<file path="config.mk">
export PLATFORM = sky130hd
export DESIGN_NAME = window_latency_monitor
export DESIGN_NICKNAME = d
export VERILOG_FILES = /design/src/rtl/window_latency_monitor.sv
export SDC_FILE = /design/constraint.sdc
export NUM_CORES = 1
export LEC_CHECK = 0
export CORE_MARGIN = 2
export CORE_UTILIZATION = 35
export CTS_BUF_LIST = sky130_fd_sc_hd__clkbuf_8
export DETAILED_ROUTE_END_ITERATION = 8
export PLACE_DENSITY = 0.55
export SETUP_SLACK_MARGIN = 0.1
export SLEW_MARGIN = 20
export SYNTH_ARGS = -nofsm -noshare
export SYNTH_HDL_FRONTEND = slang
export SYNTH_SLANG_ARGS = --single-unit
</file>
<file path="constraint.sdc">
create_clock -name clk -period 5.2 [get_ports clk]
set_input_delay 0.78 -clock clk [delete_from_list [all_inputs] [get_ports clk]]
set_output_delay 0.78 -clock clk [all_outputs]
set_load 0.02 [all_outputs]
</file>
<file path="src/rtl/window_latency_monitor.sv">
// Purpose : measures clk cycles between a wrap counter's 0 sample (start) and its
//           all-ones sample (end); flags windows whose latency is >= LIMIT.
// Latency : lat_o/lat_vld_o/viol_o/err_sticky_o update on the edge that samples the end.
// Backpressure: none. Samples are observed only; there is no ready/credit path.
//
// Ports   : clk, rst_n (async active-low); count_i/count_vld_i sampled counter;
//           disable_i aborts and suppresses measurement; clear_i clears err_sticky_o;
//           lat_o/lat_vld_o last latency + update pulse; viol_o violation pulse;
//           err_sticky_o sticky violation flag; viol_cnt_o saturating violation count.
// Config  : define WINDOW_LATENCY_MONITOR_VIOL_CNT_EN to build the violation counter;
//           without it viol_cnt_o is tied to 0.
module window_latency_monitor #(
    parameter int CNT_W = 3,
    parameter int TS_W  = 16,
    parameter int LIMIT = 50
) (
    input  logic             clk,
    input  logic             rst_n,
    input  logic [CNT_W-1:0] count_i,
    input  logic             count_vld_i,
    input  logic             disable_i,
    input  logic             clear_i,
    output logic [TS_W-1:0]  lat_o,
    output logic             lat_vld_o,
    output logic             viol_o,
    output logic             err_sticky_o,
    output logic [7:0]       viol_cnt_o
);

    localparam logic ST_IDLE  = 1'b0;
    localparam logic ST_ARMED = 1'b1;

    logic             state_q,   state_d;
    logic [TS_W-1:0]  timer_q,   timer_d;
    logic [TS_W-1:0]  lat_q,     lat_d;
    logic             lat_vld_q, lat_vld_d;
    logic             viol_q,    viol_d;
    logic             sticky_q,  sticky_d;

    logic start_smp;
    logic end_smp;
    logic lim_hit;

    assign start_smp = count_vld_i && (count_i == '0);
    assign end_smp   = count_vld_i && (count_i == '1);
    // Compare at 32 bits so a LIMIT larger than the timer range never truncates.
    assign lim_hit   = (32'(timer_q) >= 32'(LIMIT));

    always_comb begin
        state_d   = state_q;
        timer_d   = timer_q;
        lat_d     = lat_q;
        lat_vld_d = 1'b0;
        viol_d    = 1'b0;

        if (disable_i) begin
            // Disable outranks any same-cycle start or end sample.
            state_d = ST_IDLE;
            timer_d = '0;
        end else if (start_smp) begin
            // A start while already armed simply restarts the window.
            state_d = ST_ARMED;
            timer_d = {{(TS_W-1){1'b0}}, 1'b1};
        end else if (state_q == ST_ARMED) begin
            if (end_smp) begin
                state_d   = ST_IDLE;
                timer_d   = '0;
                lat_d     = timer_q;
                lat_vld_d = 1'b1;
                viol_d    = lim_hit;
            end else if (timer_q != '1) begin
                timer_d = timer_q + 1'b1;
            end
        end

        // A violation in the same cycle as clear_i keeps the flag set.
        if (viol_d) begin
            sticky_d = 1'b1;
        end else if (clear_i) begin
            sticky_d = 1'b0;
        end else begin
            sticky_d = sticky_q;
        end
    end

    always_ff @(posedge clk or negedge rst_n) begin
        if (!rst_n) begin
            state_q   <= ST_IDLE;
            timer_q   <= '0;
            lat_q     <= '0;
            lat_vld_q <= 1'b0;
            viol_q    <= 1'b0;
            sticky_q  <= 1'b0;
        end else begin
            state_q   <= state_d;
            timer_q   <= timer_d;
            lat_q     <= lat_d;
            lat_vld_q <= lat_vld_d;
            viol_q    <= viol_d;
            sticky_q  <= sticky_d;
        end
    end

`ifdef WINDOW_LATENCY_MONITOR_VIOL_CNT_EN
    logic [7:0] viol_cnt_q, viol_cnt_d;

    // Saturates at 255; clear_i deliberately leaves the count alone.
    always_comb begin
        viol_cnt_d = viol_cnt_q;
        if (viol_d && (viol_cnt_q != 8'hFF)) begin
            viol_cnt_d = viol_cnt_q + 8'd1;
        end
    end

    always_ff @(posedge clk or negedge rst_n) begin
        if (!rst_n) begin
            viol_cnt_q <= 8'd0;
        end else begin
            viol_cnt_q <= viol_cnt_d;
        end
    end

    assign viol_cnt_o = viol_cnt_q;
`else
    assign viol_cnt_o = 8'd0;
`endif

    assign lat_o        = lat_q;
    assign lat_vld_o    = lat_vld_q;
    assign viol_o       = viol_q;
    assign err_sticky_o = sticky_q;

endmodule

</file>
* Yosys cells after proc, flatten, opt, wreduce, memory -nomap -nowiden
Cells that the tools add are included.
** Cells by class
- Add/sub/neg operators :: 1
- Magnitude comparators :: 1
- Equal/unequal tests :: 2
- Mux-type cells :: 19
- Bitwise gates (word level) :: 2
- Reduce and logical (&&, ||, !) cells :: 8
** Operator list (count)
- $mux 16 :: 5
- $add 16x1->16 const B :: 1
- $ge 16x6->1 const B :: 1
- $ne 16x16->1 const B :: 1
- $mux 1 :: 14
- $reduce_and 4->1 :: 1
- $reduce_bool 4->1 :: 1
- $eq 3x3->1 const B :: 1
- $logic_not 3->1 :: 1
- $reduce_bool 3->1 :: 1
- $logic_and 1x1->1 :: 2
- $not 1->1 :: 2
- $reduce_and 2->1 :: 1
- $reduce_bool 2->1 :: 1
** Word-level totals
- Bits in registers :: 36
- Input port bits :: 8
- Word-level logic and storage cells :: 39

* Depth between registers and ports, before layout
Gate-level depths: netlist of the first run.
- Depth after elaboration :: 7
- Gate-level depth with buffers :: 7

* Worst setup path before layout of the first run
No wires, ideal clock.
- Kind :: input-to-reg
- From :: input count_vld_i
- To :: register timer_q[3]
- Setup time :: 0.127 ns
- Arrival :: 2.111 ns
- Required time :: 5.073 ns
- Setup slack :: 2.962 ns
- Stages on the path :: 5
- Path buffers :: 0
- Cell sequence :: and4_2 -> or4b_2 -> o211ai_1 -> xor2_1 -> nor2_1
** Between the ends
- Longest elaborated chain between the ends :: 5
- Elaborated cells on any way between the ends :: 9
- Classes of those cells :: mux: 4; reduce/logical: 5
** Ends and longest elaborated chain
- from (decl) :: RTL line 20 : input logic count_vld_i,
- $logic_and 1x1->1 :: RTL line 45 : assign end_smp = count_vld_i && (count_i == '1);
- $mux 16 :: RTL line 65 : if (end_smp) begin
- $mux 16 :: RTL line 64 : end else if (state_q == ST_ARMED) begin
- $mux 16 :: RTL line 60 : end else if (start_smp) begin
- $mux 16 :: RTL line 56 : if (disable_i) begin
- to (signal assigned) :: RTL line 96 : timer_q <= timer_d;
- to (decl) :: RTL line 34 : logic [TS_W-1:0] timer_q, timer_d;
Several ways; a longest one is shown, not always the timed one. The select of a mux whose other input is x is not followed.
A chain may end at the register's enable or synchronous reset.

* Worst setup path after layout of the first run
- From :: input count_i[2]
- To :: register timer_q[2]
** Between the ends
- Longest elaborated chain between the ends :: 6
- Elaborated cells on any way between the ends :: 11
- Classes of those cells :: eq/ne: 1; mux: 4; reduce/logical: 6
** Ends and longest elaborated chain
- from (decl) :: RTL line 19 : input logic [CNT_W-1:0] count_i,
- $eq 3x3->1 :: RTL line 45
- $logic_and 1x1->1 :: RTL line 45
- $mux 16 :: RTL line 65
- $mux 16 :: RTL line 64
- $mux 16 :: RTL line 60
- $mux 16 :: RTL line 56
Several ways; a longest one is shown, not always the timed one. The select of a mux whose other input is x is not followed.

==> summary.txt, run 1 <==
Outcome: finished clean
Maxcap violations: 0
Crit path max fanout: 10
Synth async-reset ratio: 100%
Startpoint types: input pin
Total Die Area: 5960 sq um
Gr usage total: 14.2%
Max Fclk: 362 MHz
Avg WL per Cell: 14.0 um
Area grow syn2layout: 20.0%
Setup Viol. Count Final: 0
Tot Pwr: 522 uW
IO Count: 35
RSZ-0062 raised after global routing: false
Port buffer count: 26
Syn Area/Cell: 10.6 sq um
Part of the Yosys area used for sequential elements: 48.1%
Initial DRC Count: 137
Largest net degree at the start of global routing: 37
H-tree depth: 2
Synth Instances: 177
Tcrit/Tclk final: 53.1%
CP Data Required Time: 5.37 ns
GP Congestion: 0.907
Total CTS buffers: 5
Die Span Y: 77.2 um
CORE AREA: 5140 sq um
Via Count: 1440
Vias per std cell: 5.24
Hold Path Class: reg -> reg
Starting density of the core: 36.5%
DP HPWL: 2.81 mm
YS warnings: 0
Crit end category: flop
1st-pass router iterations: 4
Number of remaining DRC errors: 0
First-pass GRT wire length: 6.70 mm
Commonest cells after routing, fill and taps aside: dfrtp_1, clkdlybuf4s50_1, mux2_2
WHS: 0.485 ns
Post-synth EDFFs: 0
Vias in the first global route: 1389
Maximum vdd ir drop: 0.0000881 V
Commonest non-fill, non-tap cell in the layout: dfrtp_1
CTS sink cnt: 36
CTS tree: yes
Setup CP Type: in -> reg
Worst rel slew slack: 44.8%
Synth unique cells: 47
PD cells: 232 nW/um^2
Final WL: 3.84 mm
Clock buffer depth: 2
Crit path arrival time: 2.93 ns
Final ANT Viol Nets: 0
Post-CTS Setup Bufs: 0
Layout cell share with drive strength beyond 1: 16.6%
Rows: 26
Worst-Margin Slew: 0.829 ns
Ant. Diodes: 0
Post-cts sizing count: 0
Die Width: 77.2 um
Filler cells: 539
Min cycle time layout: 2.76 ns
Worst Skew: 0.00697 ns
Clk pin slew, worst setup/hold paths: 0.08 ns
Setup_tns: 0 ns
Yosys reg bits: 36
Post-Synthesis Cell Area: 1870 sq um
Root buf cell: clkbuf_8
Initial antenna violation count: 0
Dominant synthesized flop cell: dfrtp_1
Gr ovfl total: 0
Max Slew Vio Count: 0
Worst-Skew Late Latency: 0.29 ns
CTS hold repair buffers: 0
Final hold vios: 0
# nets final: 214
Static Leak: 0.000959 uW
[worst max-delay path, cell delays in order]
cell	delay (ns)
clkdlybuf4s50_1	0.51
and4_2	0.31
nor4b_1	0.64
a21o_1	0.38
or3_4	0.22
o21ai_0	0.09
[path summary, 6_finish.rpt]
check	start	cells past startpoint	slack, ns	to
max in group asynchronous	rst_n	2	3.97	lat_o[10]
hold / removal	err_sticky_o	1	0.48	err_sticky_o
setup / recovery	count_i[2]	6	2.44	timer_q[2]
min in group asynchronous	rst_n	2	0.90	timer_q[5]
setup reg to reg	timer_q[1]	6	2.96	timer_q[2]
hold reg to reg	err_sticky_o	1	0.48	err_sticky_o
[synthesized netlist by cell type (3+ instances only)]
cell type,n,area share (%)
o31ai_1,4,1.6
nor2_1,13,2.6
o21ai_0,7,1.9
a21oi_1,10,2.7
dfrtp_1,36,48
nor4_1,3,1.0
o2111ai_1,3,1.4
nand2_1,11,2.2
or3_1,3,1.0
mux2_2,16,9.6
nand3_1,7,1.9
xnor2_1,3,1.4
buf_4,8,3.2
and3_1,4,1.3
inv_1,4,0.80
[layout make-up]
class                           count  area (sq um)  share of cell area (%)
Tap cell                           70          87.6                    3.89
Timing Repair Buffer               27           268                    11.9
Clock inverter                      3          18.8                   0.834
Clock buffer                        5          68.8                    3.06
Sequential cell                    36           901                    40.0
Inverter                            4          15.0                   0.667
Multi-Input combinational cell    130           891                    39.6
[kinds of logic (layout without fill, tap and decap cells)]
kind of cell             count (synthesis)  after routing  synth area share (%)
adder cells (fa/ha/maj)                  2              2                  1.33
flip-flops                              36             36                  48.1
AO/OA/AOI/OAI                           37             37                  13.2
AND/OR/NAND/NOR                         62             62                  19.5
multiplexers                            16             16                  9.61
other                                    1              8                 0.200
buffers and inverters                   18             39                  5.81
XOR/XNOR                                 5              5                  2.34
[registers in the layout, summed over array words and instances (netlist names)]
signal and cells:
lat_vld_o 1, state_q 1, err_sticky_o 1, viol_o 1, lat_o 16, timer_q 16
[per-layer routing]
| layer | vias to the layer above | part of all wire (%) | routed length [um] | global-route usage (%) |
|---|---|---|---|---|
| li1 | 693 | - | - | - |
| met1 | 697 | 44 | 1700 | 18.2 |
| met2 | 41 | 48 | 1840 | 22.4 |
| met3 | 9 | 5.4 | 209 | 4.00 |
| met4 | 0 | 2.4 | 91 | 6.25 |
| met5 | - | 0 | 0 | 0 |
[power by group]
group / switching [uW] / internal (uW) / total [uW]
Clock: 101 / 93.2 / 194
Combinational: 27.3 / 14.3 / 41.7
Sequential: 3.80 / 282 / 286
[metrics by stage]
stage	setup WS [ns]	util, %	cell area (sq um)	cells
finish	2.44	43.8	2250	275
global route	2.20	43.8	2250	275
CTS	2.49	43.8	2250	275
detailed placement	2.18	42.1	2160	267
global placement	2.24	42.1	2160	267
floorplan	2.96	-	1900	184
No activity file was read; power rests on OpenSTA's default activity.
==> run 2, diff against run 1 <==
Settings changed: PLACE_DENSITY 0.55 to 0.57.
Clock period 5.2 ns to 2.36 ns, I/O delays scaled along.
==> run 2 against run 1 <==
Total power is 130% higher. Sequential share of layout area decreased by 2.5 points. First-iteration DRC count is 8.0% lower. Cell count rose by 7.3%. Global-route usage is essentially flat. Via count grew 4.4%. Clock-buffer cell count did not move. Final area increased by 6.7%. Critical path type unchanged. Highest routed layer unchanged.
==> summary.txt, run 2 (synthesized netlist as in run 1, its figures left out) <==
Outcome: finished clean
Min cycle time layout: 2.11 ns
Area grow syn2layout: 28.1%
CTS sink cnt: 36
Die Span Y: 77.2 um
Worst-Skew Late Latency: 0.29 ns
PD cells: 491 nW/um^2
Maximum vdd ir drop: 0.000342 V
Gr ovfl total: 0
Crit end category: flop
Final worst setup slack: 0.253 ns
IO Count: 35
Area of the multi-input gates: 897 sq um
Total CTS buffers: 5
GP Congestion: 0.799
RSZ-0062 raised after global routing: false
Initial DRC Count: 126
Root buf cell: clkbuf_8
1st-pass router iterations: 4
First-pass GRT wire length: 6.81 mm
Crit path max fanout: 3
Largest net degree at the start of global routing: 37
Final hold vios: 0
Port buffer count: 26
CP Data Required Time: 2.56 ns
Post-cts sizing count: 0
Setup Viol. Count Final: 0
Rows: 26
Maxcap violations: 0
CTS tree: yes
Hold Path Class: in -> async
Avg WL per Cell: 13.3 um
Crit path arrival time: 2.31 ns
Startpoint types: input pin
Total Die Area: 5960 sq um
Setup CP Type: in -> reg
Vias per std cell: 5.09
Worst rel slew slack: 47.0%
H-tree depth: 2
Max Slew Vio Count: 0
Max Fclk: 475 MHz
Placed cell count: 287
Ant. Diodes: 0
Number of remaining DRC errors: 0
Via Count: 1503
CORE AREA: 5140 sq um
Setup_tns: 0 ns
Post-CTS Setup Bufs: 0
Final ANT Viol Nets: 0
Tcrit/Tclk final: 89.3%
Non-filler cells in the finished layout: 295
Register Area: 901 sq um
Clk pin slew, worst setup/hold paths: 0.08 ns
Layout cell share with drive strength beyond 1: 24.9%
Commonest non-fill, non-tap cell in the layout: dfrtp_1
Initial antenna violation count: 0
Vias in the first global route: 1385
Gr usage total: 14.2%
DP HPWL: 2.90 mm
Pre-CTS setup slack: -0.0445 ns
Tot Pwr: 1180 uW
Starting density of the core: 36.5%
Final WL: 3.93 mm
# nets final: 234
Filler cells: 514
Static Leak: 0.00106 uW
Worst Skew: 0.00568 ns
Commonest cells after routing, fill and taps aside: dfrtp_1, clkdlybuf4s50_1, buf_4
Clock buffer depth: 2
CTS hold repair buffers: 0
Worst-Margin Slew: 0.795 ns
Die Width: 77.2 um
[run 2: worst paths after layout]
path / startpoint / end / slack [ns] / cells after the start
worst max register to register: timer_q[8] / timer_q[1] / 0.41 / 5
worst min register to register: err_sticky_o / err_sticky_o / 0.49 / 1
max in group asynchronous: rst_n / timer_q[5] / 1.71 / 1
min in group clk: err_sticky_o / err_sticky_o / 0.49 / 1
worst max-delay path: count_i[2] / timer_q[1] / 0.25 / 6
worst min-delay path: rst_n / state_q / 0.14 / 1
[run 2: power breakdown]
part	internal (uW)	switching, uW
combinational	45.8	68.0
clock	206	232
sequential	622	4.70
total	874	304
[run 2: per-layer routing]
| layer | routed length (um) | track usage [%] |
|---|---|---|
| met1 | 1900 | 20.5 |
| met3 | 178 | 3.65 |
| met2 | 1810 | 21.2 |
| met5 | 0 | 0 |
| met4 | 40 | 3.75 |
[run 2: cell type report]
cell class / instances / area share [%]
Clock inverter: 3 / 0.782
Timing Repair Buffer: 47 / 17.2
Clock buffer: 5 / 2.87
Tap cell: 70 / 3.65
Sequential cell: 36 / 37.5
Inverter: 4 / 0.625
Multi-Input combinational cell: 130 / 37.4
[run 2: through the flow]
stage / utilization (%) / area [sq um] / hold slack, ns
final: 46.7 / 2400 / 0.136
after global routing: 46.7 / 2400 / 0.221
after CTS: 46.6 / 2390 / 0.190
after detailed placement: 44.9 / 2310 / 0.480
after global placement: 44.9 / 2310 / 0.463
after floorplan: - / 1900 / 0.0584
[run 2: critical path: stages]
cell,delay (ns)
clkdlybuf4s50_1,0.47
and4_2,0.28
or4b_2,0.72
o21ai_0,0.23
nand2_1,0.07
a21boi_0,0.18
==> run 3, diff against run 2 <==
Settings changed: PLACE_DENSITY 0.57 to unset.
==> run 3 against run 2 <==
Worst setup slack worse by 0.090 ns. Largest cell class unchanged. Largest power group unchanged. Register-to-register slack worse by 0.04 ns. First-iteration DRC count is 25% lower. Clock power is 21% higher. Critical path type unchanged. Clock-buffer cell count stayed put.
==> summary.txt, run 3 (synthesized netlist as in run 1, its figures left out) <==
Avg WL per Cell: 13.3 um
Port buffer count: 26
Gr usage total: 14.4%
WHS: 0.477 ns
CORE AREA: 5140 sq um
Maximum vdd ir drop: 0.000359 V
DP HPWL: 2.87 mm
Worst-Skew Late Latency: 0.29 ns
Total Die Area: 5960 sq um
Commonest cells after routing, fill and taps aside: dfrtp_1, clkdlybuf4s50_1, buf_4
Final WL: 3.91 mm
RSZ-0062 raised after global routing: true
Worst rel slew slack: 61.0%
Non-filler cells in the finished layout: 293
Total CTS buffers: 5
Area grow syn2layout: 28.8%
GP Congestion: 0.848
R2r setup slk: 0.37 ns
Via Count: 1466
Crit end category: flop
Rows: 26
Vias in the first global route: 1398
Layout cell share with drive strength beyond 1: 23.8%
Maxcap violations: 0
Setup Viol. Count Final: 0
Ant. Diodes: 0
# nets final: 232
Fin area: 2410 sq um
Worst-Margin Slew: 0.577 ns
Clock buffer depth: 2
Tcrit/Tclk final: 93.1%
CTS sink cnt: 36
Hold Path Class: in -> async
Commonest non-fill, non-tap cell in the layout: dfrtp_1
Startpoint types: input pin
Max Fclk: 455 MHz
Final ANT Viol Nets: 0
Largest net degree at the start of global routing: 37
Min cycle time layout: 2.20 ns
Crit path max fanout: 6
CP Cell Sequence: clkdlybuf4s50_1 > and4_2 > or4b_2 > o21ai_0 > or3_1 > a21boi_0
Die Width: 77.2 um
Root buf cell: clkbuf_8
Starting density of the core: 36.5%
Crit path arrival time: 2.36 ns
H-tree depth: 2
Number of remaining DRC errors: 0
Outcome: finished clean
Die Span Y: 77.2 um
CTS tree: yes
Clk pin slew, worst setup/hold paths: 0.08 ns
CTS hold repair buffers: 0
Critical path's slowest cell: or4b_2
Setup CP Type: in -> reg
Initial DRC Count: 95
Static Leak: 0.00105 uW
First-pass GRT wire length: 6.80 mm
Slowest cell delay on critical path: 0.71 ns
Worst Skew: 0.00645 ns
Initial antenna violation count: 0
Placed cell count: 285
Vias per std cell: 5.00
Max Slew Vio Count: 0
1st-pass router iterations: 4
CP Data Required Time: 2.53 ns
Placed inst area: 2300 sq um
Final hold vios: 0
IO Count: 35
PD cells: 527 nW/um^2
Tot Pwr: 1270 uW
Gr ovfl total: 0
## run 3: cell count changes in the layout (fill, tap and decap cells not counted), sizes merged
cell           change
buf                -3
bufinv             +1
clkinv             -2
clkdlybuf4s50      +1
clkinvlp           +1
## run 3: worst paths after layout
| path | from | endpoint | cells after the start |
|---|---|---|---|
| worst max-delay path | count_i[1] | timer_q[1] | 6 |
| worst min-delay path | rst_n | timer_q[9] | 2 |
| worst max register to register | timer_q[8] | timer_q[1] | 5 |
| worst min register to register | err_sticky_o | err_sticky_o | 1 |
| max in group asynchronous | rst_n | lat_o[3] | 2 |
| min in group clk | err_sticky_o | err_sticky_o | 1 |
## run 3: final cells by class
type                       count  area [sq um]
clock inverter                 3          42.5
inverter                       4          15.0
fill                         510          2730
sequential                    36           901
timing repair buffer          45           403
multi-input combinational    130           897
tap                           70          87.6
clock buffer                   5          68.8
## run 3: power by group
group | total [uW] | internal (uW) | switching, uW | leakage (uW)
Sequential | 627 | 622 | 4.69 | 0.000501
Combinational | 115 | 47.8 | 67.5 | 0.000499
Clock | 530 | 312 | 218 | 0.0000541
## run 3: per-stage QoR
stage               setup WS (ns)  utilization, %  TNS, ns
floorplan                   0.538               -        0
global placement           -0.143            44.7    -1.19
detailed placement         -0.178            44.7    -1.57
CTS                         0.128            46.9        0
global route               0.0422            47.0        0
finish                      0.163            47.0        0
## run 3: per-layer routing
layer / part of all wire (%) / global-route usage [%] / up-vias
li1: - / - / 726
met3: 4.4 / 4.71 / 4
met4: 0.74 / 4.29 / 0
met1: 48 / 19.7 / 704
met2: 47 / 21.8 / 32
met5: 0 / 0 / -
## run 3: what timing repair did
action,in CTS,in global routing
setup buffers,0,0
gates resized for setup,0,1
endpoints found under the setup margin,0,13
endpoints found under the hold margin,0,0
## run 3: worst max-delay path, delay by kind of cell
kind                   cells  cell delay (ns)
AOI/OAI and AO/OA          2             0.33
buffers and inverters      1             0.51
and+or+nand+nor            3             1.16
